`config.mk`:
```
export PLATFORM = sky130hd
export DESIGN_NAME = dmem_arbiter
export DESIGN_NICKNAME = d
export VERILOG_FILES = /design/src/rtl/dmem_arbiter.sv
export SDC_FILE = /design/constraint.sdc
export NUM_CORES = 1
export LEC_CHECK = 0
export CAP_MARGIN = 40
export CELL_PAD_IN_SITES_DETAIL_PLACEMENT = 1
export CELL_PAD_IN_SITES_GLOBAL_PLACEMENT = 1
export CORE_AREA = 2 2 229 231
export CTS_BUF_LIST = sky130_fd_sc_hd__clkbuf_4 sky130_fd_sc_hd__clkbuf_8
export DETAILED_ROUTE_END_ITERATION = 10
export DIE_AREA = 0 0 231 233
export DONT_BUFFER_PORTS = 1
export PLACE_DENSITY_LB_ADDON = 0.1
export SETUP_SLACK_MARGIN = 0.1
export SLEW_MARGIN = 20
export SYNTH_ARGS = -nofsm -noshare
export SYNTH_HDL_FRONTEND = slang
export SYNTH_SLANG_ARGS = --single-unit
```
`constraint.sdc`:
```
create_clock -name CLK -period 1.71 [get_ports CLK]
set_input_delay 0.0855 -clock CLK [delete_from_list [all_inputs] [get_ports CLK]]
set_output_delay 0.0855 -clock CLK [all_outputs]
set_load 0.1 [all_outputs]
```
`src/rtl/dmem_arbiter.sv`:
```
// dmem_arbiter: shares the single-ported data memory between the memory
// stage (port M) and the program loader / debug port (port L).
//   CLK, RST_N          : clock, asynchronous active-low reset
//   m_*/l_* req side    : req/we/addr/wdata, req held until ack
//   m_*/l_* resp side   : one-cycle ack with rdata and err
//   mem_*               : read/write strobes, address, write data, read data, error
//   busy                : high whenever the FSM is not IDLE
// Round-robin grant, range/alignment check before any strobe, all outputs registered.
module dmem_arbiter #(
  parameter int unsigned DATA_WID   = 64,
  parameter int unsigned MEM_BYTES  = 1024,
  parameter int unsigned ALIGN_BITS = 3
) (
  input  logic                CLK,
  input  logic                RST_N,
  input  logic                m_req,
  input  logic                m_we,
  input  logic [DATA_WID-1:0] m_addr,
  input  logic [DATA_WID-1:0] m_wdata,
  output logic                m_ack,
  output logic [DATA_WID-1:0] m_rdata,
  output logic                m_err,
  input  logic                l_req,
  input  logic                l_we,
  input  logic [DATA_WID-1:0] l_addr,
  input  logic [DATA_WID-1:0] l_wdata,
  output logic                l_ack,
  output logic [DATA_WID-1:0] l_rdata,
  output logic                l_err,
  output logic                mem_read,
  output logic                mem_write,
  output logic [DATA_WID-1:0] mem_addr,
  output logic [DATA_WID-1:0] mem_wdata,
  input  logic [DATA_WID-1:0] mem_rdata,
  input  logic                mem_error,
  output logic                busy
);

  typedef enum logic [1:0] {IDLE, ACCESS, RESP, ERR} state_e;

  // First address whose 8-byte word would run past the end of memory.
  localparam logic [DATA_WID-1:0] ADDR_LIMIT = DATA_WID'(MEM_BYTES - 7);

  state_e              state_q, state_d;
  logic                last_l_q, last_l_d;   // 1: last grant went to L
  logic                win_l_q, win_l_d;     // owner of the current access
  logic                we_q, we_d;
  logic                m_ack_q, m_ack_d, m_err_q, m_err_d;
  logic                l_ack_q, l_ack_d, l_err_q, l_err_d;
  logic [DATA_WID-1:0] m_rdata_q, m_rdata_d, l_rdata_q, l_rdata_d;
  logic                mem_read_q, mem_read_d, mem_write_q, mem_write_d;
  logic [DATA_WID-1:0] mem_addr_q, mem_addr_d, mem_wdata_q, mem_wdata_d;
  logic                busy_q, busy_d;

  logic                sel_l;
  logic                sel_we;
  logic [DATA_WID-1:0] sel_addr, sel_wdata, rd_val;
  logic                addr_bad;

  // Next-state, grant and registered-output computation.
  always_comb begin
    state_d     = state_q;
    last_l_d    = last_l_q;
    win_l_d     = win_l_q;
    we_d        = we_q;
    mem_addr_d  = mem_addr_q;
    mem_wdata_d = mem_wdata_q;
    mem_read_d  = 1'b0;
    mem_write_d = 1'b0;
    m_ack_d     = 1'b0;
    m_err_d     = 1'b0;
    m_rdata_d   = '0;
    l_ack_d     = 1'b0;
    l_err_d     = 1'b0;
    l_rdata_d   = '0;

    // On a tie, L wins only if M was granted last.
    sel_l     = l_req && (!m_req || !last_l_q);
    sel_we    = sel_l ? l_we    : m_we;
    sel_addr  = sel_l ? l_addr  : m_addr;
    sel_wdata = sel_l ? l_wdata : m_wdata;
    addr_bad  = (sel_addr >= ADDR_LIMIT) || (sel_addr[ALIGN_BITS-1:0] != '0);
    rd_val    = we_q ? '0 : mem_rdata;

    case (state_q)
      IDLE: begin
        if (m_req || l_req) begin
          win_l_d     = sel_l;
          last_l_d    = sel_l;
          we_d        = sel_we;
          mem_addr_d  = sel_addr;
          mem_wdata_d = sel_wdata;
          if (addr_bad) begin
            // Rejected access answers directly, never touching memory.
            state_d = ERR;
            m_ack_d = !sel_l;
            m_err_d = !sel_l;
            l_ack_d = sel_l;
            l_err_d = sel_l;
          end else begin
            state_d     = ACCESS;
            mem_write_d = sel_we;
            mem_read_d  = !sel_we;
          end
        end
      end
      ACCESS: begin
        state_d = RESP;
        if (win_l_q) begin
          l_ack_d   = 1'b1;
          l_rdata_d = rd_val;
          l_err_d   = mem_error;
        end else begin
          m_ack_d   = 1'b1;
          m_rdata_d = rd_val;
          m_err_d   = mem_error;
        end
      end
      RESP:    state_d = IDLE;
      ERR:     state_d = IDLE;
      default: state_d = IDLE;
    endcase

    busy_d = (state_d != IDLE);
  end

  // State and output registers; reset abandons any access in flight.
  always_ff @(posedge CLK or negedge RST_N) begin
    if (!RST_N) begin
      state_q     <= IDLE;
      last_l_q    <= 1'b1;
      win_l_q     <= 1'b0;
      we_q        <= 1'b0;
      m_ack_q     <= 1'b0;
      m_err_q     <= 1'b0;
      m_rdata_q   <= '0;
      l_ack_q     <= 1'b0;
      l_err_q     <= 1'b0;
      l_rdata_q   <= '0;
      mem_read_q  <= 1'b0;
      mem_write_q <= 1'b0;
      mem_addr_q  <= '0;
      mem_wdata_q <= '0;
      busy_q      <= 1'b0;
    end else begin
      state_q     <= state_d;
      last_l_q    <= last_l_d;
      win_l_q     <= win_l_d;
      we_q        <= we_d;
      m_ack_q     <= m_ack_d;
      m_err_q     <= m_err_d;
      m_rdata_q   <= m_rdata_d;
      l_ack_q     <= l_ack_d;
      l_err_q     <= l_err_d;
      l_rdata_q   <= l_rdata_d;
      mem_read_q  <= mem_read_d;
      mem_write_q <= mem_write_d;
      mem_addr_q  <= mem_addr_d;
      mem_wdata_q <= mem_wdata_d;
      busy_q      <= busy_d;
    end
  end

  assign m_ack     = m_ack_q;
  assign m_err     = m_err_q;
  assign m_rdata   = m_rdata_q;
  assign l_ack     = l_ack_q;
  assign l_err     = l_err_q;
  assign l_rdata   = l_rdata_q;
  assign mem_read  = mem_read_q;
  assign mem_write = mem_write_q;
  assign mem_addr  = mem_addr_q;
  assign mem_wdata = mem_wdata_q;
  assign busy      = busy_q;

endmodule

```
# Word-level counts from Yosys, hierarchy flattened
# Index checks and enable logic that the tools add are counted.
# classes
n_eq_ne,3
reduce_logical,13
n_lt_le_gt_ge,1
mux,29
# ops
op,count
2-to-1 mux 64 bit,7
greater-or-equal comparator 64 x 10 -> 1 bit (second input constant),1
2-to-1 mux 1 bit,15
case mux 1 bit (2 select lines),4
case mux 2 bit (3 select lines),1
== test 2 bit (second input constant),2
zero test 1 bit,4
2-to-1 mux 2 bit,2
logical OR 1 bit,3
nonzero test 3 bit,1
== test 2 x 1 -> 1 bit (second input constant),1
zero test 2 bit,1
AND reduction 2 bit,1
nonzero test 2 bit,1
OR reduction 2 bit,1
logical AND 1 bit,1
# word_totals
input_bits,327
out_inout_bits,263
reg_bits,268
elab_cells,61

# Logic depth before layout (Yosys ltp)
# Gate-level depths: netlist of run 1.
# depth
depth_word,10
mapped_depth,7
depth_no_buf,5

# Worst setup path before layout of run 1
# OpenSTA, ideal clock, no wires.
# synth_timing
path_kind,flip-flop to flip-flop
start,register last_l_q
end,"register l_err_q, in the netlist l_err"
slack_ns,0.229
path_stages_with_launch,7
setup_ns,0.120
t_required_ns,1.590
n_path_buf,1
period_less_slack_ns,1.481
arrival_time_ns,1.361
path_cell_list,dfstp_2 -> a21bo_1 -> buf_2 -> nand4_1 -> o22ai_1 -> a21boi_1 -> a31o_2
# synth_via
elab_chain_len,9
elab_cells_between_ends,10
cone_classes,order compare (1); mux (4); reduce/logical (5)
# synth_rtl
element,line,text
start: declaration,45,"logic last_l_q, last_l_d;"
start signal: assignment,147,last_l_q <= last_l_d;
zero test 1 bit *,78,sel_l = l_req && (!m_req || !last_l_q);
logical OR 1 bit *,78,
logical AND 1 bit *,78,
2-to-1 mux 64 bit,80,sel_addr = sel_l ? l_addr : m_addr;
greater-or-equal comparator 64 x 10 -> 1 bit or nonzero test 3 bit (tied branches),82,addr_bad = (sel_addr >= ADDR_LIMIT) || (sel_addr[ALIGN_BITS-1:0] != '0);
logical OR 1 bit,82,
2-to-1 mux 1 bit *,93,if (addr_bad) begin
2-to-1 mux 1 bit *,87,if (m_req || l_req) begin
case mux 1 bit (2 select lines) *,85,case (state_q)
net l_err_d,49,"logic l_ack_q, l_ack_d, l_err_q, l_err_d;"
end signal: assignment,154,l_err_q <= l_err_d;
end: declaration,49,
# Mark *: on every way through the listed nets, which the timed path passes. The rest lies on a longest branch.
# A chain may end at the register's enable or synchronous reset.

# Final worst setup path of run 1
# layout_timing
start,register last_l_q
end,register state_q[1]
# layout_via
elab_chain_len,9
elab_cells_between_ends,10
cone_classes,order compare (1); mux (4); reduce/logical (5)
# layout_rtl
element,line,text
zero test 1 bit *,78,
logical OR 1 bit *,78,
logical AND 1 bit *,78,
2-to-1 mux 64 bit *,80,
greater-or-equal comparator 64 x 10 -> 1 bit or nonzero test 3 bit (tied branches),82,
logical OR 1 bit *,82,
2-to-1 mux 2 bit *,93,
2-to-1 mux 2 bit *,87,
case mux 2 bit (3 select lines) *,85,
net state_d[1],44,"state_e state_q, state_d;"
end signal: assignment,146,state_q <= state_d;
end: declaration,44,
# Marks and branches as above.

==> out/metrics.yaml, run 1 <==
logic_synthesis:
  yosysTopAreaCell: "dfrtp_1"
  synth-seq-cells: 268
  synth-edff-count: 0
  synth_nets: 1376
  synth_warnings: 0
  synthArstFlopShare: 1.00
  ys.flop_type: "dfrtp_1"
  netlist-cell-type-count: 28
  synth.cell_area_um2: 10400
  synth_top_area_frac: 0.641
  synth_area_leaders: "dfrtp_1 64%, nand2_1 9.3%, nor2_1 7.2%, a22oi_1 4.5%, nand2b_1 4.0%"
  synth_area_per_cell_um2: 9.94
  syn_inst: 1049
  ys_seq_area_frac: 0.643
run_status:
  status: "finished with violations"
  violations: "hold timing"
clock_tree:
  cts_buffers: 52
  cts.sinks: 268
  cts_tree: "built"
  h-tree-depth: 2
  cts-root-buf: "clkbuf_8"
  insertion_delay_ns: 0.63
  cts_buffer_depth: 3
  cts.clk_slew.worst_paths_ns: 0.06
worst_setup_path:
  cp.required_ns: 2.22
  startpoint: "last_l_q"
  crit_chain: "a21bo_4 -> nand4_1 -> o22ai_4 -> o21ai_2 -> a21o_1"
  worst_ep_arrival_time_ns: 2.08
  path_buf_inv: 0
  r2r-start: "last_l_q"
  reg2reg_slack_ns: 0.14
  critical-path-top-delay-family: "compound AO/OA/AOI/OAI gates"
  end_kind: "flip-flop"
  crit_fanout: 3
  start_kind: "flip-flop"
  r2r_end: "state_q[1]"
  r2r_cells: 5
  cp_slowest_stage_delay_ns: 0.57
  crit_slowest_cell: "dfstp_2"
  critPathKind: "flip-flop to flip-flop"
die:
  die_h_um: 233
  die_area_um2: 53800
  die_w_um: 231
  core_region_area_um2: 51100
  ios: 590
  num_rows: 83
  start_util: 0.204
routing:
  antenna_left: 0
  first_pass_iters: 4
  wire_per_inst_um: 21.3
  drt_wl_total_um: 51300
  vias: 10500
  first_iter_violations: 481
  drc: 0
  via_per_inst: 4.34
sta:
  rsz0062_at_grt: "true"
  min_period_ns: 1.57
  fmax_mhz: 637
  finClkSkew_ns: 0.0151
  relSlewSlack: 0.578
  whs_ns: -0.838
  tns_ns: 0
  fin_crit_sh: 0.917
  hold_viol: 269
  slew_viol_final: 0
  max_slew.worst_pin.slew_ns: 0.633
  setup_viol: 0
power_and_ir_drop:
  power.share.clock: 0.173
  seqPwrFrac: 0.233
  p_sw_mw: 22.6
  combPwrFrac: 0.594
  p_int_mw: 17.8
  p_leak_nw: 8.48
  ir_drop_mv: 1.61
  power_density_nw_per_um2: 2220
  swShare: 0.560
final_layout:
  nNetsFinal: 2011
  post-route-util: 0.356
  syn_to_final_growth_pct: 74.6
  drive_above_1_share: 0.246
placed_design:
  portBuffers: 0
  finalWeightedCongestion: 0.859
  hpwl_um: 33900
grt:
  grt_pass1_wl_um: 74000
  overflow: 0
  grt_use_total: 0.182
  antenna_found_initial: 5
  grt_pass1_vias: 11800
  grt_max_degree: 269
worst_hold_path:
  hold_class: "input port to asynchronous set/reset pin"
job:
  maxCapViolCount: 0
flip-flops by register name, summed over array words and instances, names as in the netlist:
register   flops
last_l_q       1
we_q           1
busy           1
l_err          1
m_ack          1
m_err          1
state_q        2
mem_read       1
l_rdata       64
mem_write      1
win_l_q        1
mem_wdata     64
m_rdata       64
l_ack          1
mem_addr      64
Yosys cell counts, types with 2 or more instances:
cell      number
a22oi_1       63
buf_2         19
nand2_1      259
clkbuf_1      43
nand2b_1      66
a31oi_1       65
nor4_1        26
buf_4          7
a21boi_1       2
nand4_1        8
dfrtp_1      267
nor2_1       200
nor3_1         5
a21o_1         5
final cells by class:
| class | instances | area (um^2) |
|---|---|---|
| inverters | 1 | 8.76 |
| diodes | 4 | 10.0 |
| well taps | 680 | 851 |
| multi-input cells | 711 | 3470 |
| clock buffers | 87 | 1050 |
| flip-flops and latches | 268 | 6710 |
| repair buffers | 650 | 6030 |
| clock inverters | 7 | 72.6 |
| fillers | 5804 | 32900 |
metal layers:
layer	up-vias	GRT usage	wire length, um
met5	-	0	13
met4	2	0.0794	1780
met3	95	0.0479	3410
met2	414	0.319	26000
met1	5177	0.209	20100
li1	4763	-	-
placed cells by master, fill, tap and decap left out, types with 4 or more instances in the layout:
| cell type | n |
|---|---|
| dlygate4sd3_1 | 338 |
| buf_4 | 287 |
| dfrtp_1 | 266 |
| nand2_1 | 258 |
| nor2_1 | 199 |
| nand2b_1 | 65 |
| a31oi_1 | 65 |
| a22oi_1 | 63 |
| clkbuf_8 | 63 |
| nor4_1 | 26 |
| clkbuf_4 | 24 |
| buf_12 | 16 |
| nand4_1 | 8 |
| a21o_1 | 5 |
| diode_2 | 4 |
| nor3_1 | 4 |
| buf_6 | 4 |
worst max path at each step:
stage / endpoint / slack, ns / cells after the start
5_1_grt: state_q[1] / 0.05 / 5
6_report: state_q[1] / 0.14 / 5
2_1_floorplan: l_err / 0.23 / 6
3_3_place_gp: mem_write / -0.22 / 7
4_1_cts: mem_write / 0.10 / 5
3_5_place_dp: mem_write / -0.24 / 7
cells by family (layout without fill, tap and decap cells):
| group | Yosys count | after routing | share of synthesized area |
|---|---|---|---|
| AND/OR/NAND/NOR | 568 | 568 | 0.231 |
| flip-flops | 268 | 268 | 0.643 |
| AO/OA/AOI/OAI | 142 | 142 | 0.0949 |
| buffers and inverters | 70 | 745 | 0.0300 |
| multiplexers | 1 | 1 | 0.000960 |
| other | 0 | 4 | 0 |
power groups by stage:
stage,registers [mW],logic [mW],clock network [mW]
floorplan,22.4,4.24,0
global placement,9.43,22.8,0
detailed placement,9.44,22.9,0
CTS,9.39,23.7,7.26
global route,9.63,25.0,7.57
finish,9.41,24.0,6.98
what timing repair did:
| action | CTS | global route |
|---|---|---|
| resized for setup | 5 | 11 |
| cloned | 1 | 3 |
| hold buffers | 326 | 12 |
| setup endpoints to repair | 21 | 121 |
| pin swaps | 2 | 4 |
| endpoints found under the hold margin | 536 | 270 |
| setup buffers | 2 | 7 |
per-stage QoR:
stage	area, um^2	total power, mW	hold slack [ns]	setup WS [ns]	std cells
floorplan	10400	26.6	-0.210	0.229	1049
global placement	13400	32.2	-0.201	-0.221	1959
detailed placement	13400	32.4	-0.202	-0.242	1959
CTS	17900	40.3	-0.917	0.102	2382
global route	18200	42.2	-0.910	0.0528	2408
finish	18200	40.4	-0.838	0.141	2408
worst register-to-register path, stage by stage, from the launching register on:
cell and delay [ns]:
dfstp_2 0.57, a21bo_4 0.17, nand4_1 0.13, o22ai_4 0.26, o21ai_2 0.12, a21o_1 0.20
Power figures use the tool's default switching activity.
==> run 2, diff against run 1 <==
Settings changed: BUFFER_PORTS_ARGS set to -buffer_cell sky130_fd_sc_hd__buf_2, DONT_BUFFER_PORTS 1 to not set.
==> run 2 against run 1 <==
The flow finishes with violations (setup timing). Maximum frequency fell by 10%. Global-route usage grew 1.3 points. Cell area up 8.8%. Via count increased by 13%. First-iteration DRC count fell by 20%. Flip-flop and latch count unchanged. Die area stayed put. Utilization rose by 3.1 points. Non-clock buffer count grew 348. Hold slack gained 0.92 ns. Total power barely moved. Clock skew up 0.0021 ns. Highest routed layer is now met4.
==> out/metrics.yaml, run 2 (synthesis gave the netlist of run 1 again) <==
placed_design:
  hpwl_um: 38000  # +12%
  dpl-instance-area_um2: 14700  # +9.5%
  place_inst: 2314  # +18%
  portBuffers: 589  # +589
  finalWeightedCongestion: 0.845  # -1.7%
die:
  num_rows: 83  # unchanged
  start_util: 0.204  # unchanged
  die_area_um2: 53800  # unchanged
  ios: 590  # unchanged
  die_h_um: 233  # unchanged
  die_w_um: 231  # unchanged
  core_region_area_um2: 51100  # unchanged
sta:
  slew_viol_final: 0  # unchanged
  fmax_mhz: 573  # -10%
  relSlewSlack: 0.586  # +0.00782
  max_slew.worst_pin.slew_ns: 0.616  # -0.0174 ns
  setup_viol: 3  # +3
  rsz0062_at_grt: "true"
  tns_ns: -0.0892  # -0.0892 ns
  layout_setup_ws_ns: -0.0367  # -0.178 ns
  min_period_ns: 1.75  # +0.178 ns
  hold_viol: 0  # -100%
  fin_crit_sh: 1.02  # +0.104
  finClkSkew_ns: 0.0171  # +0.00208 ns
clock_tree:
  h-tree-depth: 2  # unchanged
  cts_buffers: 52  # unchanged
  cts.sinks: 268  # unchanged
  cts_buffer_depth: 3  # unchanged
  cts.clk_slew.worst_paths_ns: 0.05  # about the same
  insertion_delay_ns: 0.64  # about the same
  cts-root-buf: "clkbuf_8"
  cts_tree: "built"
final_layout:
  final_area_um2: 19800  # +8.8%
  final_common_cell: "buf_2"
  nNetsFinal: 2359  # +17%
  post-route-util: 0.388  # +0.0313
  drive_above_1_share: 0.405  # +0.159
  layout_common_cells: "563 x buf_2, 326 x dlygate4sd3_1, 266 x dfrtp_1"
  stdcell_count: 2750  # +14%
  multi_input_area_um2: 3780  # +8.9%
  syn_to_final_growth_pct: 89.9
  seq_area_um2: 6710  # unchanged
  nFillCells: 5978  # +3.0%
routing:
  first_pass_iters: 4  # unchanged
  antenna_left: 0  # unchanged
  vias: 11800  # +13%
  drc: 0  # unchanged
  via_per_inst: 4.30  # -0.86%
  drt_wl_total_um: 55700  # +8.6%
  first_iter_violations: 386  # -20%
  wire_per_inst_um: 20.3  # -4.9%
worst_setup_path:
  worst_ep_arrival_time_ns: 2.26  # +0.18 ns
  start_kind: "input port"
  end_kind: "flip-flop"
  cp.required_ns: 2.22  # about the same
  r2r_cells: 6  # +1
  critPathKind: "input port to flip-flop"
  crit_fanout: 3  # unchanged
grt:
  grt_pass1_vias: 13500  # +15%
  grt_max_degree: 66  # -75%
  overflow: 0  # unchanged
  grt_pass1_wl_um: 80400  # +8.6%
  antenna_found_initial: 1  # -4
  grt_use_total: 0.196  # +0.0133
power_and_ir_drop:
  p_leak_nw: 9.86  # +16%
  power_density_nw_per_um2: 2040  # -8.0%
  ir_drop_mv: 1.21  # -25%
job:
  maxCapViolCount: 0  # unchanged
run_status:
  status: "finished with violations"
  violations: "setup timing"
worst_hold_path:
  hold_class: "input port to asynchronous set/reset pin"
run 2: changes by cell type in the layout (fill, tap and decap cells not counted), moves of 12 or more:
cell / previous run / this run
clkbuf_4: 24 / 46
a22oi_1: 63 / 11
dlygate4sd3_1: 338 / 326
a22oi_2: 0 / 52
buf_2: 0 / 563
buf_4: 287 / 50
run 2: metal layers:
| layer | share of wire | GRT usage | vias up | routed length (um) |
|---|---|---|---|---|
| met4 | 0.035 | 0.0768 | 0 | 1950 |
| met5 | 0 | 0 | - | 0 |
| li1 | - | - | 5456 | - |
| met3 | 0.061 | 0.0525 | 110 | 3390 |
| met2 | 0.51 | 0.347 | 435 | 28400 |
| met1 | 0.39 | 0.223 | 5832 | 22000 |
run 2: layout make-up:
class,count,share of cell area
inverter,1,0.000442
antenna,3,0.000379
multi-input combinational,711,0.191
tap,680,0.0430
clock inverter,3,0.00139
timing repair buffer,998,0.374
sequential,268,0.339
clock buffer,86,0.0509
run 2: worst paths after layout:
kind / start / end / slack, ns
min in group CLK: l_wdata[44] / mem_wdata[44] / 0.19
worst min-delay path: RST_N / mem_wdata[36] / 0.09
max in group asynchronous: RST_N / mem_addr[14] / 1.24
worst min register to register: mem_wdata[26] / mem_wdata[26] / 0.51
worst max register to register: last_l_q / l_err / 0
worst max-delay path: l_addr[14] / l_err / -0.04
run 2: report_power, final:
group | internal, mW | leakage [nW] | switching [mW] | total, mW
logic | 5.35 | 5.88 | 19.1 | 24.4
registers | 8.27 | 3.42 | 1.14 | 9.41
clock network | 3.68 | 0.557 | 2.90 | 6.58
total | 17.3 | 9.86 | 23.1 | 40.4
run 2: metrics by stage:
stage | hold WS [ns] | setup WS, ns | power [mW]
after floorplan | -0.210 | 0.229 | 26.6
after global placement | 0.00145 | -0.547 | 31.8
after detailed placement | 0.00288 | -0.420 | 31.9
after CTS | 0.0370 | -0.0667 | 39.5
after global routing | 0.0683 | -0.0752 | 42.3
final | 0.0862 | -0.0367 | 40.4
run 2: critical path, stage by stage:
cell and delay [ns]:
dlygate4sd3_1 0.55, buf_2 0.14, nor4_1 0.53, nand4_1 0.29, o22ai_4 0.32, a21boi_2 0.11, a31o_2 0.23
run 2: repair_timing:
item,4_1_cts,5_1_grt
setup buffers,6,4
setup endpoints to repair,179,229
resized for setup,18,98
pin swaps,8,24
hold buffers,327,0
gates cloned,0,7
endpoints found under the hold margin,531,0
==> run 3, diff against run 2 <==
Settings changed: CORE_AREA 2 2 229 231 to 2 2 230 232, DIE_AREA 0 0 231 233 to 0 0 232 234, SLEW_MARGIN 20 to not set.
Clock period 1.71 ns to 1.5 ns, I/O delays scaled along.
==> run 3 against run 2 <==
The run still ends with setup timing left. Utilization rose by 2.8 points. Cell count rose by 1.7%. Flip-flop and latch count did not move. Die area rose by 0.86%. Register-to-register slack got worse by 0.02 ns. Hold slack improved by 0.028 ns. Clock-buffer cell count did not move. Setup slack improved by 0.016 ns. Highest routed layer is now met5.
==> out/metrics.yaml, run 3 (synthesis gave the netlist of run 1 again) <==
sta:
  fmax_mhz: 658
  setup_viol: 20  # +17
  max_slew.worst_pin.slew_ns: 0.644  # +0.0283 ns
  layout_setup_ws_ns: -0.0203  # +0.0165 ns
  rsz0062_at_grt: "true"
  fin_crit_sh: 1.01
  hold_viol: 0  # unchanged
  slew_viol_final: 0  # unchanged
  relSlewSlack: 0.567  # -0.0191
  finClkSkew_ns: 0.0323  # +0.0152 ns
  min_period_ns: 1.52
  whs_ns: 0.114  # +0.0277 ns
clock_tree:
  cts_tree: "built"
  h-tree-depth: 2  # unchanged
  insertion_delay_ns: 0.62  # -0.02 ns
  cts_buffer_depth: 3  # unchanged
  cts.clk_slew.worst_paths_ns: 0.06  # about the same
  cts_buffers: 53  # +1.9%
  cts.sinks: 268  # unchanged
  cts-root-buf: "clkbuf_8"
die:
  start_util: 0.200  # -0.00365
  die_w_um: 232  # +0.43%
  die_area_um2: 54300  # +0.86%
  core_region_area_um2: 52000  # +1.8%
  num_rows: 84  # +1.2%
  die_h_um: 234  # +0.43%
  ios: 590  # unchanged
worst_hold_path:
  min_from: "l_addr[39]"
  whs_path_depth: 7
  hold_class: "input port to flip-flop"
  hold_end: "mem_read"
final_layout:
  layout_common_cells: "327 x dlygate4sd3_1, 325 x buf_2, 264 x dfrtp_1"
  nNetsFinal: 2390  # +1.3%
  syn_to_final_growth_pct: 107
  drive_above_1_share: 0.420  # +0.0147
  final_common_cell: "dlygate4sd3_1"
  post-route-util: 0.416  # +0.0279
worst_setup_path:
  crit_chain: "a21bo_4 -> buf_6 -> nor3_4 -> buf_6 -> buf_6 -> buf_16 -> nand2_2 -> nand2_1"
  critPathKind: "flip-flop to flip-flop"
  reg2reg_slack_ns: -0.02  # -0.02 ns
  worst_ep_arrival_time_ns: 2.06  # -0.20 ns
  start_kind: "flip-flop"
  crit_slowest_cell: "dfstp_2"
  r2r_end: "mem_wdata[34]"
  path_common_cell: "buf_6"
  cp.required_ns: 2.04  # -0.18 ns
  r2r_cells: 8  # +2
  end_kind: "flip-flop"
  path_buf_inv: 4  # +2
  cp_slowest_stage_delay_ns: 0.39  # -0.16 ns
  crit_fanout: 5  # +2
  critical-path-top-delay-family: "buffers and inverters"
  r2r-start: "last_l_q"
grt:
  grt_max_degree: 46  # -30%
  grt_use_total: 0.196  # about the same
  grt_pass1_vias: 13600  # +0.31%
  grt_pass1_wl_um: 80800  # +0.52%
  overflow: 0  # unchanged
  antenna_found_initial: 9  # +8
power_and_ir_drop:
  finalPower_mw: 49.9  # +24%
  p_leak_nw: 10.6  # +7.3%
  power_density_nw_per_um2: 2310  # +13%
  ir_drop_mv: 1.44  # +19%
placed_design:
  portBuffers: 589  # unchanged
  hpwl_um: 38200  # +0.52%
  finalWeightedCongestion: 0.830  # -1.7%
routing:
  first_pass_iters: 4  # unchanged
  antenna_left: 0  # unchanged
  drc: 0  # unchanged
  first_iter_violations: 368  # -4.7%
  vias: 12000  # +1.1%
  wire_per_inst_um: 20.0  # -1.3%
  drt_wl_total_um: 56000  # +0.38%
  via_per_inst: 4.28  # -0.59%
run_status:
  status: "finished with violations"
  violations: "setup timing"
job:
  maxCapViolCount: 0  # unchanged
-- run 3: cell count changes in the layout (fill, tap and decap cells not counted), sizes merged --
| cell | delta |
|---|---|
| clkbuf | -14 |
| buf | +43 |
| dlygate4sd3 | +1 |
| clkinv | +4 |
| inv | +1 |
| diode | +5 |
-- run 3: power by group --
group | internal [mW] | total (mW) | switching [mW] | leakage (nW)
logic | 8.90 | 30.9 | 22.0 | 6.55
clock network | 4.55 | 7.93 | 3.37 | 0.607
registers | 9.44 | 11.1 | 1.70 | 3.42
total | 22.9 | 49.9 | 27.0 | 10.6
-- run 3: worst reg2reg max path, delay by kind of cell, from the launching register on --
| kind | cells | cell delay [ns] |
|---|---|---|
| buf+inv | 4 | 0.54 |
| flops | 1 | 0.39 |
| simple gates | 3 | 0.30 |
| compound gates | 1 | 0.23 |
-- run 3: layout make-up --
type | instances | area [um^2]
Fill cell | 5878 | 30400
Sequential cell | 268 | 6710
Inverter | 1 | 6.26
Multi-Input combinational cell | 711 | 3780
Tap cell | 688 | 861
Antenna cell | 8 | 20.0
Clock inverter | 8 | 52.6
Clock buffer | 86 | 1080
Timing Repair Buffer | 1028 | 9100
-- run 3: metal layers --
metal / wire length, um / vias to the layer above / GRT usage
met5: 13 / - / 0
met4: 2400 / 2 / 0.0913
met3: 3760 / 117 / 0.0557
met2: 28200 / 431 / 0.341
met1: 21600 / 5881 / 0.220
li1: - / 5538 / -
-- run 3: worst max path at each step --
| stage | startpoint | end | slack [ns] | cells after the start |
|---|---|---|---|---|
| after floorplan | last_l_q | l_err | 0.06 | 6 |
| after global routing | last_l_q | m_ack | -0.11 | 5 |
| after CTS | last_l_q | mem_wdata[2] | -0.05 | 7 |
| after global placement | m_addr[56] | m_ack | -0.35 | 7 |
| final | last_l_q | mem_wdata[34] | -0.02 | 8 |
| after detailed placement | m_addr[56] | m_ack | -0.33 | 7 |
-- run 3: per-stage QoR --
stage	TNS (ns)	area (um^2)	std cells	setup WS [ns]
5_1_grt	-6.24	21600	2798	-0.113
3_3_place_gp	-3.24	15000	2345	-0.354
2_1_floorplan	0	10400	1049	0.0557
6_report	-0.206	21600	2798	-0.0203
4_1_cts	-1.11	21000	2776	-0.0481
3_5_place_dp	-4.36	15000	2345	-0.331
-- run 3: timing repair --
action | 4_1_cts | 5_1_grt
endpoints found under the hold margin | 533 | 0
pin swaps | 12 | 39
setup buffers | 7 | 5
resized for setup | 455 | 107
endpoints found under the setup margin | 523 | 154
gates cloned | 3 | 11
hold buffers | 327 | 0
